$ cat src/rtl/mips_mem_arbiter.sv
// Arbitrates the fetch (I) and memory-stage (D) ports onto one fixed-latency single-port memory.
// Optional macro MIPS_MEM_ARB_FAIR_EN: alternate the winner on a tie instead of D-over-I priority.
module mips_mem_arbiter #(
  parameter int ADDR_W  = 32,
  parameter int DATA_W  = 32,
  parameter int LATENCY = 2
) (
  input  logic [1:0]        ctrl,
  input  logic              iReq,
  input  logic [ADDR_W-1:0] iAddr,
  output logic [DATA_W-1:0] iRData,
  output logic              iValid,
  output logic              iStall,
  input  logic              dReq,
  input  logic              dWrite,
  input  logic [ADDR_W-1:0] dAddr,
  input  logic [DATA_W-1:0] dWData,
  output logic [DATA_W-1:0] dRData,
  output logic              dValid,
  output logic              dStall,
  output logic              memEn,
  output logic              memWe,
  output logic [ADDR_W-1:0] memAddr,
  output logic [DATA_W-1:0] memWData,
  input  logic [DATA_W-1:0] memRData
);

  typedef enum logic [1:0] {IDLE, BUSY_I, BUSY_D} state_t;

  logic clk;
  logic rst;
  assign clk = ctrl[0];
  assign rst = ctrl[1];

  state_t            state_q, state_d;
  logic [3:0]        cnt_q, cnt_d;
  logic              acc_we_q, acc_we_d;
  logic              mem_en_q, mem_en_d;
  logic              mem_we_q, mem_we_d;
  logic [ADDR_W-1:0] mem_addr_q, mem_addr_d;
  logic [DATA_W-1:0] mem_wdata_q, mem_wdata_d;
  logic [DATA_W-1:0] i_rdata_q, i_rdata_d;
  logic [DATA_W-1:0] d_rdata_q, d_rdata_d;
  logic              i_valid_q, i_valid_d;
  logic              d_valid_q, d_valid_d;
  logic              i_elig, d_elig, grant_i, grant_d;

  // A port is stale during its own completion cycle and may not be regranted then.
  assign i_elig = iReq & ~i_valid_q;
  assign d_elig = dReq & ~d_valid_q;

`ifdef MIPS_MEM_ARB_FAIR_EN
  logic last_d_q, last_d_d;  // 1 = D was the most recent grant
  assign grant_d = d_elig & (~i_elig | ~last_d_q);
`else
  assign grant_d = d_elig;
`endif
  assign grant_i = i_elig & ~grant_d;

  always_comb begin
    state_d     = state_q;
    cnt_d       = cnt_q;
    acc_we_d    = acc_we_q;
    mem_en_d    = 1'b0;
    mem_we_d    = 1'b0;
    mem_addr_d  = mem_addr_q;
    mem_wdata_d = mem_wdata_q;
    i_rdata_d   = i_rdata_q;
    d_rdata_d   = d_rdata_q;
    i_valid_d   = 1'b0;
    d_valid_d   = 1'b0;
`ifdef MIPS_MEM_ARB_FAIR_EN
    last_d_d    = last_d_q;
`endif
    case (state_q)
      IDLE: begin
        if (grant_d) begin
          state_d     = BUSY_D;
          cnt_d       = 4'(LATENCY);
          acc_we_d    = dWrite;
          mem_en_d    = 1'b1;
          mem_we_d    = dWrite;
          mem_addr_d  = dAddr;
          mem_wdata_d = dWData;
`ifdef MIPS_MEM_ARB_FAIR_EN
          last_d_d    = 1'b1;
`endif
        end else if (grant_i) begin
          state_d    = BUSY_I;
          cnt_d      = 4'(LATENCY);
          acc_we_d   = 1'b0;
          mem_en_d   = 1'b1;
          mem_addr_d = iAddr;
`ifdef MIPS_MEM_ARB_FAIR_EN
          last_d_d   = 1'b0;
`endif
        end
      end
      BUSY_I, BUSY_D: begin
        if (cnt_q == 4'd0) begin
          state_d = IDLE;
          if (state_q == BUSY_I) begin
            i_valid_d = 1'b1;
            i_rdata_d = memRData;
          end else begin
            d_valid_d = 1'b1;
            if (!acc_we_q) d_rdata_d = memRData;
          end
        end else begin
          cnt_d = cnt_q - 4'd1;
        end
      end
      default: state_d = IDLE;
    endcase
  end

  always_ff @(posedge clk) begin
    if (rst) begin
      state_q     <= IDLE;
      cnt_q       <= '0;
      acc_we_q    <= 1'b0;
      mem_en_q    <= 1'b0;
      mem_we_q    <= 1'b0;
      mem_addr_q  <= '0;
      mem_wdata_q <= '0;
      i_rdata_q   <= '0;
      d_rdata_q   <= '0;
      i_valid_q   <= 1'b0;
      d_valid_q   <= 1'b0;
`ifdef MIPS_MEM_ARB_FAIR_EN
      last_d_q    <= 1'b0;
`endif
    end else begin
      state_q     <= state_d;
      cnt_q       <= cnt_d;
      acc_we_q    <= acc_we_d;
      mem_en_q    <= mem_en_d;
      mem_we_q    <= mem_we_d;
      mem_addr_q  <= mem_addr_d;
      mem_wdata_q <= mem_wdata_d;
      i_rdata_q   <= i_rdata_d;
      d_rdata_q   <= d_rdata_d;
      i_valid_q   <= i_valid_d;
      d_valid_q   <= d_valid_d;
`ifdef MIPS_MEM_ARB_FAIR_EN
      last_d_q    <= last_d_d;
`endif
    end
  end

  assign iRData   = i_rdata_q;
  assign iValid   = i_valid_q;
  assign iStall   = iReq & ~i_valid_q;
  assign dRData   = d_rdata_q;
  assign dValid   = d_valid_q;
  assign dStall   = dReq & ~d_valid_q;
  assign memEn    = mem_en_q;
  assign memWe    = mem_we_q;
  assign memAddr  = mem_addr_q;
  assign memWData = mem_wdata_q;

endmodule
$ cat config.mk
export PLATFORM = sky130hd
export DESIGN_NAME = mips_mem_arbiter
export DESIGN_NICKNAME = d
export VERILOG_FILES = /design/src/rtl/mips_mem_arbiter.sv
export SDC_FILE = /design/constraint.sdc
export NUM_CORES = 1
export LEC_CHECK = 0
export CORE_MARGIN = 2
export CORE_UTILIZATION = 36
export CTS_CLUSTER_SIZE = 14
export DETAILED_ROUTE_END_ITERATION = 10
export GPL_ROUTABILITY_DRIVEN = 0
export PLACE_DENSITY = 0.79
export SLEW_MARGIN = 20
export SYNTH_ARGS = -nofsm -noshare
export SYNTH_HDL_FRONTEND = slang
export SYNTH_SLANG_ARGS = --single-unit
$ cat constraint.sdc
create_clock -name ctrl -period 1.7 [get_ports ctrl]
set_clock_uncertainty 0.05 [all_clocks]
set_input_delay 0.34 -clock ctrl [delete_from_list [all_inputs] [get_ports ctrl]]
set_output_delay 0.34 -clock ctrl [all_outputs]
set_load 0.02 [all_outputs]
; Word level (Yosys, flattened, before mapping)
; Index checks and enable logic that the tools add are counted.
[word_totals]
ff_bits = 139
inputBits = 133
output_inout_bits = 134
elab_cells = 58
[classes]
addsub = 1
eq_ne = 5
mux = 16
n_bitwise = 11
reduce_logical = 14
[op_table]
columns = operator, n
row1 = $mux 32, 2
row2 = $mux 4, 3
row3 = $not 1->1, 8
row4 = $pmux 4 s2, 1
row5 = $mux 1, 6
row6 = $mux 2, 3
row7 = $reduce_and 2->1, 3
row8 = $reduce_and 3->1, 2
row9 = $reduce_or 3->1, 2
row10 = $logic_not 4->1, 1
row11 = $ne 2x2->1 const B, 2
row12 = $pmux 2 s2, 1
row13 = $reduce_and 4->1, 1
row14 = $reduce_bool 2->1, 2
row15 = $reduce_or 2->1, 2
row16 = $sub 4x1->4 const B, 1
row17 = $and 1x1->1, 3
row18 = $ne 3x3->1 const B, 1
row19 = $eq 2x1->1 const B, 1
row20 = $eq 2x2->1 const B, 1
row21 = $logic_not 2->1, 1

; Depth between registers and ports, before layout
; Gate-level depths: netlist of run 1.
[logic_depth]
ltp_word = 7
depth_mapped = 8
depth_no_buf = 6

; Worst setup path after synthesis of run 1
; OpenSTA, ideal clock, no wires.
[synth_timing]
path_kind = reg2reg
from = reg state_q[0]
to = reg d_rdata_q[10], in the netlist dRData[10]
setup_time_ns = 0.132
t_arrival_ns = 1.544
required_ns = 1.518
setup_slack_ns = -0.026
stages_incl_launch_ff = 9
path_buffers = 2
period_less_slack_ns = 1.726
cell_sequence = dfxtp_1 -> inv_1 -> ha_1 -> nand4bb_1 -> or3_1 -> clkbuf_1 -> buf_2 -> nand2_1 -> a21oi_1
[synth_via]
elab_chain_cells = 3
elab_cells_between_ends = 5
cone_classes = 2 x eq/ne / 1 x bitwise / 2 x reduce/logical
[synth_lines]
columns = item, line_no
row1 = from (decl), 35  ; state_t state_q, state_d;
row2 = from (signal assigned), 134  ; state_q <= state_d;
row3 = $eq 2x1->1 or $eq 2x2->1 (tied branches), "75, 102"
row4 = $reduce_or 2->1 or $not 1->1 (tied branches), --
row5 = $reduce_and 4->1 (no source line) *, --
row6 = to (signal assigned), 142  ; d_rdata_q <= d_rdata_d;
row7 = to (decl), 43  ; logic [DATA_W-1:0] d_rdata_q, d_rdata_d;
; Every way passes the cells marked *; elsewhere a longest branch is shown, timed or not.
; A chain may end at the register's enable or synchronous reset.

; Final worst setup path of run 1
[layout_timing]
from = reg state_q[1]
to = reg d_rdata_q[9], in the netlist dRData[9]
; The elaborated chain is that of the path after synthesis.

==> flow_summary.yaml, run 1 <==
timing:
  finalHoldViolCount: 0
  relSlewSlack_pct: 73.53
  setup_viol: 32
  slew_violations: 0
  period_needed_ns: 1.812
  period_share_pct: 106.6
  rsz0062_at_grt: "yes"
  fmax_mhz: 551.8
  worst_slack_ns: -0.1124
  worst_slew_pin_slew_ns: 0.3941
die:
  die_w_um: 124.2
  die_area_sq_um: 15430
  start_util_pct: 37.19
  io_pins: 267
  core_sq_um: 13990
  fp-row-count: 43
  die_y_um: 124.2
placement:
  dp_hpwl_um: 10860
  place_ws_ns: -0.2611
  numPortBuffers: 265
  post-place-cells: 1080
clock_tree:
  clk_latency_ns: 0.42
  path_clk_slew_ns: 0.06
  cts_tree: "yes"
  hold_buffers: 0
setup_path:
  worstSetupEndpoint: "dRData[9]"
  cp.arrival_ns: 2.10
  crit_path_end_kind: "register"
  startpoint: "state_q[1]"
  worst-r2r-cell-count: 9
  critPathSlowestCell: "dfxtp_2"
  r2r_slack_ns: -0.11
  path_class: "register to register"
  path_max_fanout: 16
  cp_common_cell: "buf_4"
  r2r-start: "state_q[1]"
  cp.required_ns: 1.98
  crit_path_max_incr_delay_ns: 0.34
  r2r-end: "dRData[9]"
  crit_path_cell_trace: "inv_2 -> ha_4 -> nand4bb_1 -> buf_4 -> nor3_4 -> buf_4 -> buf_12 -> nand2_1 -> a21oi_1"
  start_kind: "register"
status:
  status: "finished with violations"
  violations: "negative setup slack"
synthesis:
  syn_nets: 796
  synth_ff_type: "dfxtp_1"
  synth_edf_count: 0
  synth.most_common_cell: "nand2_1"
  synth_seq_area_share_pct: 53.49
  ys_seq_elements: 139
  synthCells: 660
  yosys-top-cells-area: "dfxtp_1, nand2_1, a21oi_1, a311oi_1, nor2_1"
  synth-async-reset-ratio_pct: 0
  yosys_warnings: 0
  synth_area_per_cell_sq_um: 7.883
  synth_area_sq_um: 5202
  ys_types: 30
  netlist_top_cells_count: "nand2_1, dfxtp_1, a21oi_1"
  yosysTopAreaCellShare_pct: 53.49
  yosysTopAreaCell: "dfxtp_1"
detailed_routing:
  vias: 5744
  drt-total-wl_um: 18250
  antenna_left: 0
  drt_iter0_markers: 301
  wl_per_cell_um: 15.80
  via_per_inst: 4.973
  dr.pass1.iters: 4
  drc: 0
job:
  cap_violations: 0
power:
  leakage_nw: 4.234
  power_density_nw_per_um2: 2149
  vdd_drop_max_mv: 1.436
  fin_total_pwr_mw: 20.61
grt:
  grt-ovfl-total: 0
  antenna_found_initial: 0
  grt_pass1_vias: 6495
  grt_pass1_wl_um: 27790
  grt_max_degree: 48
  grtUsageTotal_pct: 23.47
layout:
  final_cells: 1155
  antennaDiodeCount: 0
  final_layout_size_suffix_gt1_share_pct: 15.28
  syn_to_final_growth_pct: 84.30
  nNetsFinal: 1083
hold_path:
  hp-class: "clock port to register"
## worst min path at each step
stage / end / from / cells past startpoint / slack [ns]
2_1_floorplan: memWData[19] / ctrl[1] / 2 / 0.31
3_3_place_gp: state_q[0] / ctrl[1] / 1 / 0.02
3_5_place_dp: state_q[0] / ctrl[1] / 1 / 0.02
4_1_cts: state_q[1] / ctrl[1] / 3 / 0.03
5_1_grt: state_q[1] / ctrl[1] / 3 / 0.03
6_report: dRData[30] / ctrl[1] / 3 / 0.02
## sequential cells by signal (all words and copies together), names as in the netlist, 2 cells and up
name      cells
dRData       32
state_q       2
memWData     32
iRData       32
memAddr      32
cnt_q         4
## final cells by class
class / count / area (sq um)
Multi-Input combinational cell: 464 / 2366
Tap cell: 180 / 225.2
Timing Repair Buffer: 301 / 2945
Clock inverter: 25 / 326.6
Inverter: 7 / 27.53
Clock buffer: 39 / 909.6
Sequential cell: 139 / 2788
Fill cell: 1162 / 4400
## power by group
group          internal, mW  total (mW)  switching (mW)
Clock                  5.40        8.89            3.50
Combinational          2.62        6.58            3.96
Sequential             4.53        5.13           0.602
## routing by layer
metal	track usage (%)	vias up	routed length [um]
li1	-	2786	-
met1	20.48	2603	6735
met2	32.95	287	8872
met3	18.24	68	1852
met4	24.06	0	784
met5	0	-	0
## cell families after synthesis
family | after synthesis | share of synthesized area [%]
AOI/OAI and AO/OA | 142 | 16.40
adders and majority gates | 3 | 0.7216
buffers and inverters | 57 | 4.978
DFF | 139 | 53.49
and+or+nand+nor | 319 | 24.41
## through the flow
| step | setup TNS, ns | instance area, sq um | hold slack [ns] | util, % |
|---|---|---|---|---|
| 3_3_place_gp | -11.58 | 8152 | 0.01532 | 58.27 |
| 6_report | -1.418 | 9588 | 0.02258 | 68.54 |
| 5_1_grt | -3.108 | 9588 | 0.02800 | 68.54 |
| 3_5_place_dp | -13.12 | 8152 | 0.01532 | 58.27 |
| 2_1_floorplan | 0 | 5213 | 0.3065 | - |
| 4_1_cts | -0.1602 | 9369 | 0.02984 | 66.98 |
## layout by cell type, fill, tap and decap left out, types with 3 or more instances in the layout
master / instances
a21oi_1: 76
a21oi_2: 24
a311oi_1: 34
buf_12: 10
buf_4: 22
bufinv_16: 6
clkbuf_16: 36
clkbuf_8: 4
clkdlybuf4s50_1: 130
clkinv_2: 3
clkinv_4: 7
dfxtp_1: 135
dfxtp_2: 4
dlygate4sd2_1: 132
inv_1: 3
inv_2: 4
inv_4: 3
inv_6: 3
nand2_1: 255
nand2_4: 6
nand2b_1: 3
nand3_1: 3
nor2_1: 34
## worst max-delay path: cells and delay by family (launching register included)
family / cells / cell delay, ns
adder cells (fa/ha/maj): 1 / 0.27
AND/OR/NAND/NOR: 3 / 0.37
buffers and inverters: 4 / 0.52
AO/OA/AOI/OAI: 1 / 0.17
flip-flops: 1 / 0.34
## what timing repair did
action,in CTS,in global routing
setup buffers,4,3
setup endpoints to repair,190,69
cloned,2,3
pin swaps,1,12
gates resized for setup,145,44
Note: power is estimated with default switching activity, not from simulation.
==> run 2: changes to the inputs <==
--- a/config.mk
+++ b/config.mk
@@ -7,7 +7,6 @@
 export LEC_CHECK = 0
 export CORE_MARGIN = 2
 export CORE_UTILIZATION = 36
-export CTS_CLUSTER_SIZE = 14
 export DETAILED_ROUTE_END_ITERATION = 10
 export GPL_ROUTABILITY_DRIVEN = 0
 export PLACE_DENSITY = 0.79
==> results of run 2 <==
No change in the layout: final DEF, timing and power equal those of run 1.
